**src/rtl/division_result_stage_if.sv**
```systemverilog
// Handshake bundle between the division datapath, the result stage and the consumer.
// The result stage takes the slave side; the producer/consumer pair takes the master side.
interface division_result_stage_if #(
   parameter int WIDTH = 16,
   parameter int DEPTH = 2
);
   localparam int FW = $clog2(DEPTH) + 1;

   logic             in_valid;
   logic [WIDTH-1:0] in_quotient;
   logic [WIDTH:0]   in_remainder;
   logic [WIDTH-1:0] in_divisor;
   logic [WIDTH-1:0] in_dividend;
   logic             in_ready;
   logic             out_valid;
   logic             out_ready;
   logic [WIDTH-1:0] out_quotient;
   logic [WIDTH-1:0] out_remainder;
   logic             out_div_by_zero;
   logic             drop_err;
   logic [FW-1:0]    fill;

   modport master (
      output in_valid, in_quotient, in_remainder, in_divisor, in_dividend, out_ready,
      input  in_ready, out_valid, out_quotient, out_remainder, out_div_by_zero, drop_err, fill
   );

   modport slave (
      input  in_valid, in_quotient, in_remainder, in_divisor, in_dividend, out_ready,
      output in_ready, out_valid, out_quotient, out_remainder, out_div_by_zero, drop_err, fill
   );
endinterface

```
**src/rtl/division_result_stage.sv**
```systemverilog
// Final stage of the non-restoring divider: fixes up a negative remainder, flags
// divide-by-zero, and buffers corrected results in a small FIFO behind valid/ready.
module division_result_stage #(
   parameter int WIDTH = 16,
   parameter int DEPTH = 2
) (
   input logic clk,
   input logic rst,
   division_result_stage_if.slave bus
);
   localparam int PW = $clog2(DEPTH);
   localparam int FW = PW + 1;

   // Correction register (stage 1)
   logic             s1Valid_q, s1Valid_d;
   logic [WIDTH-1:0] s1Quot_q, s1Quot_d;
   logic [WIDTH-1:0] s1Rem_q, s1Rem_d;
   logic             s1Dbz_q, s1Dbz_d;

   // FIFO storage and bookkeeping (stage 2)
   logic [WIDTH-1:0] memQuot_q [DEPTH];
   logic [WIDTH-1:0] memRem_q [DEPTH];
   logic             memDbz_q [DEPTH];
   logic [PW-1:0]    wrPtr_q, wrPtr_d;
   logic [PW-1:0]    rdPtr_q, rdPtr_d;
   logic [FW-1:0]    fill_q, fill_d;
   logic             dropErr_q, dropErr_d;

   logic             inReady;
   logic             acceptIn;
   logic             pushFifo;
   logic             popFifo;
   logic             headValid;
   logic [FW:0]      occupancy;
   logic [WIDTH:0]   remSum;

   // Room exists only if the FIFO plus the in-flight correction entry leave a free slot;
   // this never looks at in_valid so the producer sees a clean ready.
   always_comb begin
      occupancy = {1'b0, fill_q} + (FW + 1)'(s1Valid_q);
      inReady   = occupancy < (FW + 1)'(DEPTH);
      acceptIn  = bus.in_valid && inReady;
      headValid = fill_q != '0;
      pushFifo  = s1Valid_q;
      popFifo   = headValid && bus.out_ready;
   end

   // Remainder fix-up: a negative raw remainder gets the divisor added back, carry dropped.
   always_comb begin
      remSum   = bus.in_remainder + {1'b0, bus.in_divisor};
      s1Valid_d = acceptIn;
      s1Quot_d  = s1Quot_q;
      s1Rem_d   = s1Rem_q;
      s1Dbz_d   = s1Dbz_q;
      if (acceptIn) begin
         if (bus.in_divisor == '0) begin
            s1Quot_d = '1;
            s1Rem_d  = bus.in_dividend;
            s1Dbz_d  = 1'b1;
         end else if (bus.in_remainder[WIDTH]) begin
            s1Quot_d = bus.in_quotient;
            s1Rem_d  = remSum[WIDTH-1:0];
            s1Dbz_d  = 1'b0;
         end else begin
            s1Quot_d = bus.in_quotient;
            s1Rem_d  = bus.in_remainder[WIDTH-1:0];
            s1Dbz_d  = 1'b0;
         end
      end
   end

   // FIFO pointer/occupancy next state; pop is decided from the pre-edge head so a
   // freshly pushed entry is always visible for a cycle before it can leave.
   always_comb begin
      wrPtr_d   = pushFifo ? wrPtr_q + 1'b1 : wrPtr_q;
      rdPtr_d   = popFifo ? rdPtr_q + 1'b1 : rdPtr_q;
      fill_d    = fill_q;
      dropErr_d = dropErr_q || (bus.in_valid && !inReady);
      case ({pushFifo, popFifo})
         2'b10:   fill_d = fill_q + 1'b1;
         2'b01:   fill_d = fill_q - 1'b1;
         default: fill_d = fill_q;
      endcase
   end

   // Control state with synchronous reset; a reset also discards the stage-1 entry.
   always_ff @(posedge clk) begin
      if (rst) begin
         s1Valid_q <= 1'b0;
         wrPtr_q   <= '0;
         rdPtr_q   <= '0;
         fill_q    <= '0;
         dropErr_q <= 1'b0;
      end else begin
         s1Valid_q <= s1Valid_d;
         wrPtr_q   <= wrPtr_d;
         rdPtr_q   <= rdPtr_d;
         fill_q    <= fill_d;
         dropErr_q <= dropErr_d;
      end
   end

   // Data payload registers need no reset; validity is tracked by the control state.
   always_ff @(posedge clk) begin
      s1Quot_q <= s1Quot_d;
      s1Rem_q  <= s1Rem_d;
      s1Dbz_q  <= s1Dbz_d;
      if (pushFifo && !rst) begin
         memQuot_q[wrPtr_q] <= s1Quot_q;
         memRem_q[wrPtr_q]  <= s1Rem_q;
         memDbz_q[wrPtr_q]  <= s1Dbz_q;
      end
   end

   // Outputs come straight from the head entry and read zero when the FIFO is empty.
   always_comb begin
      bus.in_ready        = inReady;
      bus.out_valid       = headValid;
      bus.out_quotient    = headValid ? memQuot_q[rdPtr_q] : '0;
      bus.out_remainder   = headValid ? memRem_q[rdPtr_q] : '0;
      bus.out_div_by_zero = headValid ? memDbz_q[rdPtr_q] : 1'b0;
      bus.drop_err        = dropErr_q;
      bus.fill            = fill_q;
   end
endmodule

```
**src/flat_wrapper.sv**
```systemverilog
// flat-port wrapper written by rule: the top's interface ports become plain ports
module division_result_stage_flat 
#(
   parameter int WIDTH = 16,
   parameter int DEPTH = 2
)
  (clk, rst, bus_in_valid, bus_in_quotient, bus_in_remainder, bus_in_divisor, bus_in_dividend, bus_out_ready, bus_in_ready, bus_out_valid, bus_out_quotient, bus_out_remainder, bus_out_div_by_zero, bus_drop_err, bus_fill);
  division_result_stage_if #(.WIDTH(WIDTH), .DEPTH(DEPTH)) bus_i ();
  input logic clk;
  input logic rst;
  input wire logic [$bits(bus_i.in_valid)-1:0] bus_in_valid;
  input wire logic [$bits(bus_i.in_quotient)-1:0] bus_in_quotient;
  input wire logic [$bits(bus_i.in_remainder)-1:0] bus_in_remainder;
  input wire logic [$bits(bus_i.in_divisor)-1:0] bus_in_divisor;
  input wire logic [$bits(bus_i.in_dividend)-1:0] bus_in_dividend;
  input wire logic [$bits(bus_i.out_ready)-1:0] bus_out_ready;
  output wire logic [$bits(bus_i.in_ready)-1:0] bus_in_ready;
  output wire logic [$bits(bus_i.out_valid)-1:0] bus_out_valid;
  output wire logic [$bits(bus_i.out_quotient)-1:0] bus_out_quotient;
  output wire logic [$bits(bus_i.out_remainder)-1:0] bus_out_remainder;
  output wire logic [$bits(bus_i.out_div_by_zero)-1:0] bus_out_div_by_zero;
  output wire logic [$bits(bus_i.drop_err)-1:0] bus_drop_err;
  output wire logic [$bits(bus_i.fill)-1:0] bus_fill;
  assign bus_i.in_valid = bus_in_valid;
  assign bus_i.in_quotient = bus_in_quotient;
  assign bus_i.in_remainder = bus_in_remainder;
  assign bus_i.in_divisor = bus_in_divisor;
  assign bus_i.in_dividend = bus_in_dividend;
  assign bus_i.out_ready = bus_out_ready;
  assign bus_in_ready = bus_i.in_ready;
  assign bus_out_valid = bus_i.out_valid;
  assign bus_out_quotient = bus_i.out_quotient;
  assign bus_out_remainder = bus_i.out_remainder;
  assign bus_out_div_by_zero = bus_i.out_div_by_zero;
  assign bus_drop_err = bus_i.drop_err;
  assign bus_fill = bus_i.fill;
  division_result_stage #(.WIDTH(WIDTH), .DEPTH(DEPTH)) u_core (.clk(clk), .rst(rst), .bus(bus_i));
endmodule
```
**config.mk**
```make
export PLATFORM = sky130hd
export DESIGN_NAME = division_result_stage_flat
export DESIGN_NICKNAME = d
export VERILOG_FILES = /design/src/rtl/division_result_stage_if.sv /design/src/rtl/division_result_stage.sv /design/src/flat_wrapper.sv
export SDC_FILE = /design/constraint.sdc
export NUM_CORES = 1
export LEC_CHECK = 0
export BUFFER_PORTS_ARGS = -buffer_cell sky130_fd_sc_hd__clkbuf_2
export CAP_MARGIN = 20
export CORE_ASPECT_RATIO = 1.75
export CORE_UTILIZATION = 43
export DETAILED_ROUTE_END_ITERATION = 10
export PLACE_DENSITY = 0.71
export SLEW_MARGIN = 20
export SYNTH_ARGS = -nofsm -noshare
export SYNTH_HDL_FRONTEND = slang
export SYNTH_SLANG_ARGS = --single-unit
```
**constraint.sdc**
```tcl
create_clock -name clk -period 3.7 [get_ports clk]
set_input_delay 0.74 -clock clk [delete_from_list [all_inputs] [get_ports clk]]
set_output_delay 0.74 -clock clk [all_outputs]
set_load 0.05 [all_outputs]
```
# After elaboration in Yosys (flattened, before gate mapping)
# Memory sizes are Yosys's and may differ from the RTL's. A register that Yosys moved wholly into a read port is not among the register bits.
# Index checks and enable logic that the tools add are counted.
dict set report totals {
  ff_bits 39
  ramBits 66
  inputBits 69
  out_inout_bits 38
  word_cells 45
  memories 3
}
dict set report classes {
  add_sub_neg 6
  n_lt_le_gt_ge 1
  eq_ne 2
  mux 15
  reduce_logical 10
}
# memory depth width rd rd_clocked_by_memory_dff write_ports line
set mem_list {}
lappend mem_list {u_core.memQuot_q 2 16 1 1 1 division_result_stage.sv:21} ;# logic [WIDTH-1:0] memQuot_q [DEPTH];
lappend mem_list {u_core.memRem_q 2 16 1 1 1 division_result_stage.sv:22} ;# logic [WIDTH-1:0] memRem_q [DEPTH];
lappend mem_list {u_core.memDbz_q 2 1 1 1 1 division_result_stage.sv:23} ;# logic memDbz_q [DEPTH];
# cell count
set op_table {}
lappend op_table {{two-way mux 16 bit} 4}
lappend op_table {{adder 16 bit} 1}
lappend op_table {{zero test 16 bit} 1}
lappend op_table {{two-way mux 1 bit} 10}
lappend op_table {{logical AND 1 bit} 4}
lappend op_table {{one-hot mux 2 bit (2 select lines)} 1}
lappend op_table {{nonzero test 2 bit} 2}
lappend op_table {{adder 2 x 1 -> 3 bit} 1}
lappend op_table {{less-than comparator 3 x 2 -> 1 bit (second input constant)} 1}
lappend op_table {{adder 1 bit (second input constant)} 2}
lappend op_table {{adder 2 x 1 -> 2 bit (second input constant)} 1}
lappend op_table {{equality test 2 x 1 -> 1 bit (second input constant)} 1}
lappend op_table {{equality test 2 bit (second input constant)} 1}
lappend op_table {{zero test 1 bit} 2}
lappend op_table {{subtractor 2 x 1 -> 2 bit (second input constant)} 1}
lappend op_table {{logical OR 1 bit} 1}

# Logic depth before layout (Yosys ltp)
dict set report depth {
  ltp_word 5
  depth_mapped 8
}

# Least setup slack after synthesis
# Ideal clock, no wire load.
dict set report synth_timing {
  path_kind {input-to-reg}
  startpoint {input port rst}
  endpoint {memory u_core.memDbz_q[1], enable pin}
  setup_time_ns 0.471
  t_arrival_ns 3.419
  required_time_ns 3.229
  slack_ns -0.190
  cell_stages 2
  path_buffers 1
  path_cell_list {clkbuf_1 -> nor3b_1}
}
dict set report synth_via {
  elab_chain_cells 4
}
# element line
set synth_rtl {}
lappend synth_rtl {{from (decl)} flat_wrapper.sv:10} ;# input logic rst;
lappend synth_rtl {{zero test 1 bit} division_result_stage.sv:108} ;# if (pushFifo && !rst) begin
lappend synth_rtl {{logical AND 1 bit} division_result_stage.sv:108}
lappend synth_rtl {{two-way mux 1 bit} division_result_stage.sv:108}
lappend synth_rtl {{two-way mux 1 bit (not written as such)} division_result_stage.sv:111} ;# memDbz_q[wrPtr_q] <= s1Dbz_q;
lappend synth_rtl {{to (decl)} division_result_stage.sv:23}
# No other way between the ends.

# Worst setup path in the final report
dict set report layout_timing {
  startpoint {input port bus_in_divisor[0]}
  endpoint {register u_core.s1Rem_q[12], data pin}
}
dict set report layout_via {
  elab_chain_cells 3
}
# element line
set layout_rtl {}
lappend layout_rtl {{from (decl)} flat_wrapper.sv:14} ;# input wire logic [$bits(bus_i.in_divisor)-1:0] bus_in_divisor;
lappend layout_rtl {{adder 16 bit} division_result_stage.sv:50} ;# remSum = bus.in_remainder + {1'b0, bus.in_divisor};
lappend layout_rtl {{two-way mux 16 bit} division_result_stage.sv:60} ;# end else if (bus.in_remainder[WIDTH]) begin
lappend layout_rtl {{two-way mux 16 bit (*)} division_result_stage.sv:56} ;# if (bus.in_divisor == '0) begin
lappend layout_rtl {{to (signal assigned)} division_result_stage.sv:106} ;# s1Rem_q <= s1Rem_d;
lappend layout_rtl {{to (decl)} division_result_stage.sv:17} ;# logic [WIDTH-1:0] s1Rem_q, s1Rem_d;
# Mark *: on every way between the ends. The rest lies on a longest branch, timed or not.
# A chain may end at the register's enable or synchronous reset.

==> run metrics <==
Post-Route WL roughly 10,000 um; Core ar. 11,200 sq um; Final Net Count 577; worst-path fanout max 5; Die ar. 12,100 sq um; Final period util 75.3%; crit path capture type flip-flop; setup_tns 0 ns; Crit path required time 3.80 ns; post-DR wirelength/cell 16.0 um; Synth Instances 386; largest net degree at the start of global routing 35; number of buffers added on ports 106; critical path's slowest cell fa_1; ys async rst share 0%; GPL Wtd Cong ~0.91; CP arrival 2.88 ns; syn nets 472; outcome finished, final reports clean; CTS sink cnt 106; Post-CTS Setup Inserts 0; initial antenna violation count 0; Max Cap Viol 0; Crit Path Category in2reg; worst hold start u_core.s1Quot_q[6]$_SDFFCE_PP1P_; Slew Limit Headroom 44.2%; via count 3,347; Worst-Margin Slew ~0.84 ns; power per cell area 669 nW/um^2; Buf/Inv on CP 1; CTS Buf Count 9; Syn Std Cell Area roughly 5000 sq um; number of synthesized flops with an enable pin 99; global route total overflow 0; ranking of synthesized cells by area edfxtp_1 60%, mux2i_1 8.2%, ha_1 4.0%; Leak 2.39 nW; min-delay worst type reg2reg; # DRC 0; flops & latches, synth about 110; area fraction of the dominant cell type after synthesis 59.5%; Critical R2R Capture u_core.bus.fill[1]$_SDFFE_PP0P_; die height 145 um; setup violators final 0; RSZ-0062 raised after global routing no; Worst R2R Setup Slack ~1.7 ns; hold path depth 0; Skew-Pair Late Insertion Delay roughly 0.34 ns; fin. max-slew vios 0; ANT cells 0; Max Freq 359 MHz; Final Non-Filler Cells 626; Post-DRT Antenna Nets 0; hold path endpoint u_core.memQuot_q[1][6]$_DFFE_PP_; H-tree Lvls 3; Setup crit start kind primary input; clk slew on worst S/H paths 0.07 ns; Yosys cell types 52; reg2reg path depth 6; synthesis-to-finish area growth 20.6%; final worst path period need 2.79 ns; Std-Cell Rows 51; Post-Syn Area per Cell 12.9 sq um; post-synthesis sequential area ratio 62.3%; vias per cell roughly 5.3; first-pass GRT wire length 15,600 um; TritonCTS clock tree done; most frequent cells in the layout 106 x clkbuf_2, 99 x edfxtp_1, 42 x nor2_1, 41 x mux2i_1, 20 x nand2_1; share of post-route cells with drive strength above 1 28.3%; Fin Hold WS 0.447 ns; post-synth top area cell edfxtp_1; Post-synth top flop edfxtp_1; crit-path max cell delay 0.41 ns; Warnings, synthesis 0; 1st-iter DRT viols 126; commonest non-fill, non-tap cell in the layout clkbuf_2; Total GRT Usage 16.9%; Peak VDD IR 457 uV; DP HPWL 7310 um; Placed Instances 612; crit-path cells clkbuf_2 > ha_1 > fa_1 > a21o_1 > a21oi_1 > o211ai_1 > a41oi_1 > mux2i_1 > a211o_1; vias in the first global route between 3k and 4k; die span in x about 83 um; Setup Skew 0.00578 ns; First-pass DRT Iterations 4; FF-to-FF Start u_core.bus.fill[0]$_SDFFE_PP0P_; root buffer cell clkbuf_16; Starting Density 44.5%; Post-CTS Hold Buffers 0; post-CTS resize count 0; family with the most delay on the worst path compound AO/OA/AOI/OAI gates; hold violation count in the final report 0; I/O Pins between 100 and 150; Max clock buf depth 2
area by class of cell:
| cell class | instances | area (sq um) |
|---|---|---|
| fill | 969 | 5210 |
| sequential | 106 | 3110 |
| multi-input combinational | 255 | 1800 |
| timing repair buffer | 112 | 588 |
| clock buffer | 9 | 225 |
| tap | 132 | 165 |
| clock inverter | 5 | 103 |
| inverter | 7 | 26.3 |
power breakdown:
part	internal, mW	leakage, nW	switching, mW
sequential	1.49	0.979	0.0980
combinational	0.377	1.26	1.02
clock	0.653	0.159	0.387
total	2.52	2.39	1.51
how the worst max path moves through the flow:
stage | startpoint | endpoint | slack [ns] | depth (start not counted)
finish | bus_in_divisor[0] | u_core.s1Rem_q[12]$_DFFE_PP_ | 0.91 | 9
CTS | flip-flop | bus_out_quotient[8] | 0.89 | 4
floorplan | rst | u_core.memDbz_q[0]$_DFFE_PP_ | 0.03 | 2
detailed placement | bus_in_divisor[0] | u_core.s1Rem_q[12]$_DFFE_PP_ | 0.54 | 9
global route | bus_in_divisor[6] | u_core.s1Rem_q[15]$_DFFE_PP_ | 0.80 | 8
global placement | bus_in_divisor[0] | u_core.s1Rem_q[12]$_DFFE_PP_ | 0.57 | 9
routing by layer:
layer  vias up  wire length, um  GRT usage [%]
met5         -                0              0
met4         0              291           8.83
met3        20              384           2.91
met2       110             5420           31.7
met1      1559             3920           18.1
li1       1658                -              -
sequential cells by signal, summed over array words and instances, names as in the netlist, named ones only:
name,count
u_core.s1Rem_q,16
u_core.s1Quot_q,16
u_core.memRem_q,32
u_core.memQuot_q,32
u_core.wrPtr_q,1
u_core.bus.fill,2
u_core.rdPtr_q,1
u_core.s1Dbz_q,1
u_core.pushFifo,1
u_core.memDbz_q,2
u_core.bus.drop_err,1
stage by stage:
| step | setup slack (ns) | total power [mW] | util [%] | cell area [sq um] |
|---|---|---|---|---|
| 3_3_place_gp | 0.566 | 3.01 | 50.7 | 5700 |
| 5_1_grt | 0.802 | 4.21 | 53.6 | 6020 |
| 2_1_floorplan | 0.0261 | 2.67 | - | 5000 |
| 6_report | 0.914 | 4.03 | 53.6 | 6020 |
| 3_5_place_dp | 0.544 | 3.03 | 50.7 | 5700 |
| 4_1_cts | 0.895 | 4.07 | 53.6 | 6020 |
synth_stat cells, drive strengths merged, types with 6 or more instances:
cell type	number
inv	7
clkbuf	14
a21oi	13
nand2b	16
a21o	9
edfxtp	99
nor2	43
ha	16
o21ai	16
a31oi	7
nand2	20
dfxtp	7
xnor2	7
mux2i	41
nand3	6
logic make-up (layout without fill, tap and decap cells):
group | after synthesis | count (layout) | synth area share [%]
and+or+nand+nor | 122 | 122 | 12.6
DFF | 106 | 106 | 62.3
AOI/OAI and AO/OA | 65 | 65 | 8.69
muxes | 41 | 41 | 8.21
buffers and inverters | 25 | 133 | 2.00
adders and majority gates | 17 | 17 | 4.41
xor gates and xnor gates | 10 | 10 | 1.75
Power figures use the tool's default switching activity.
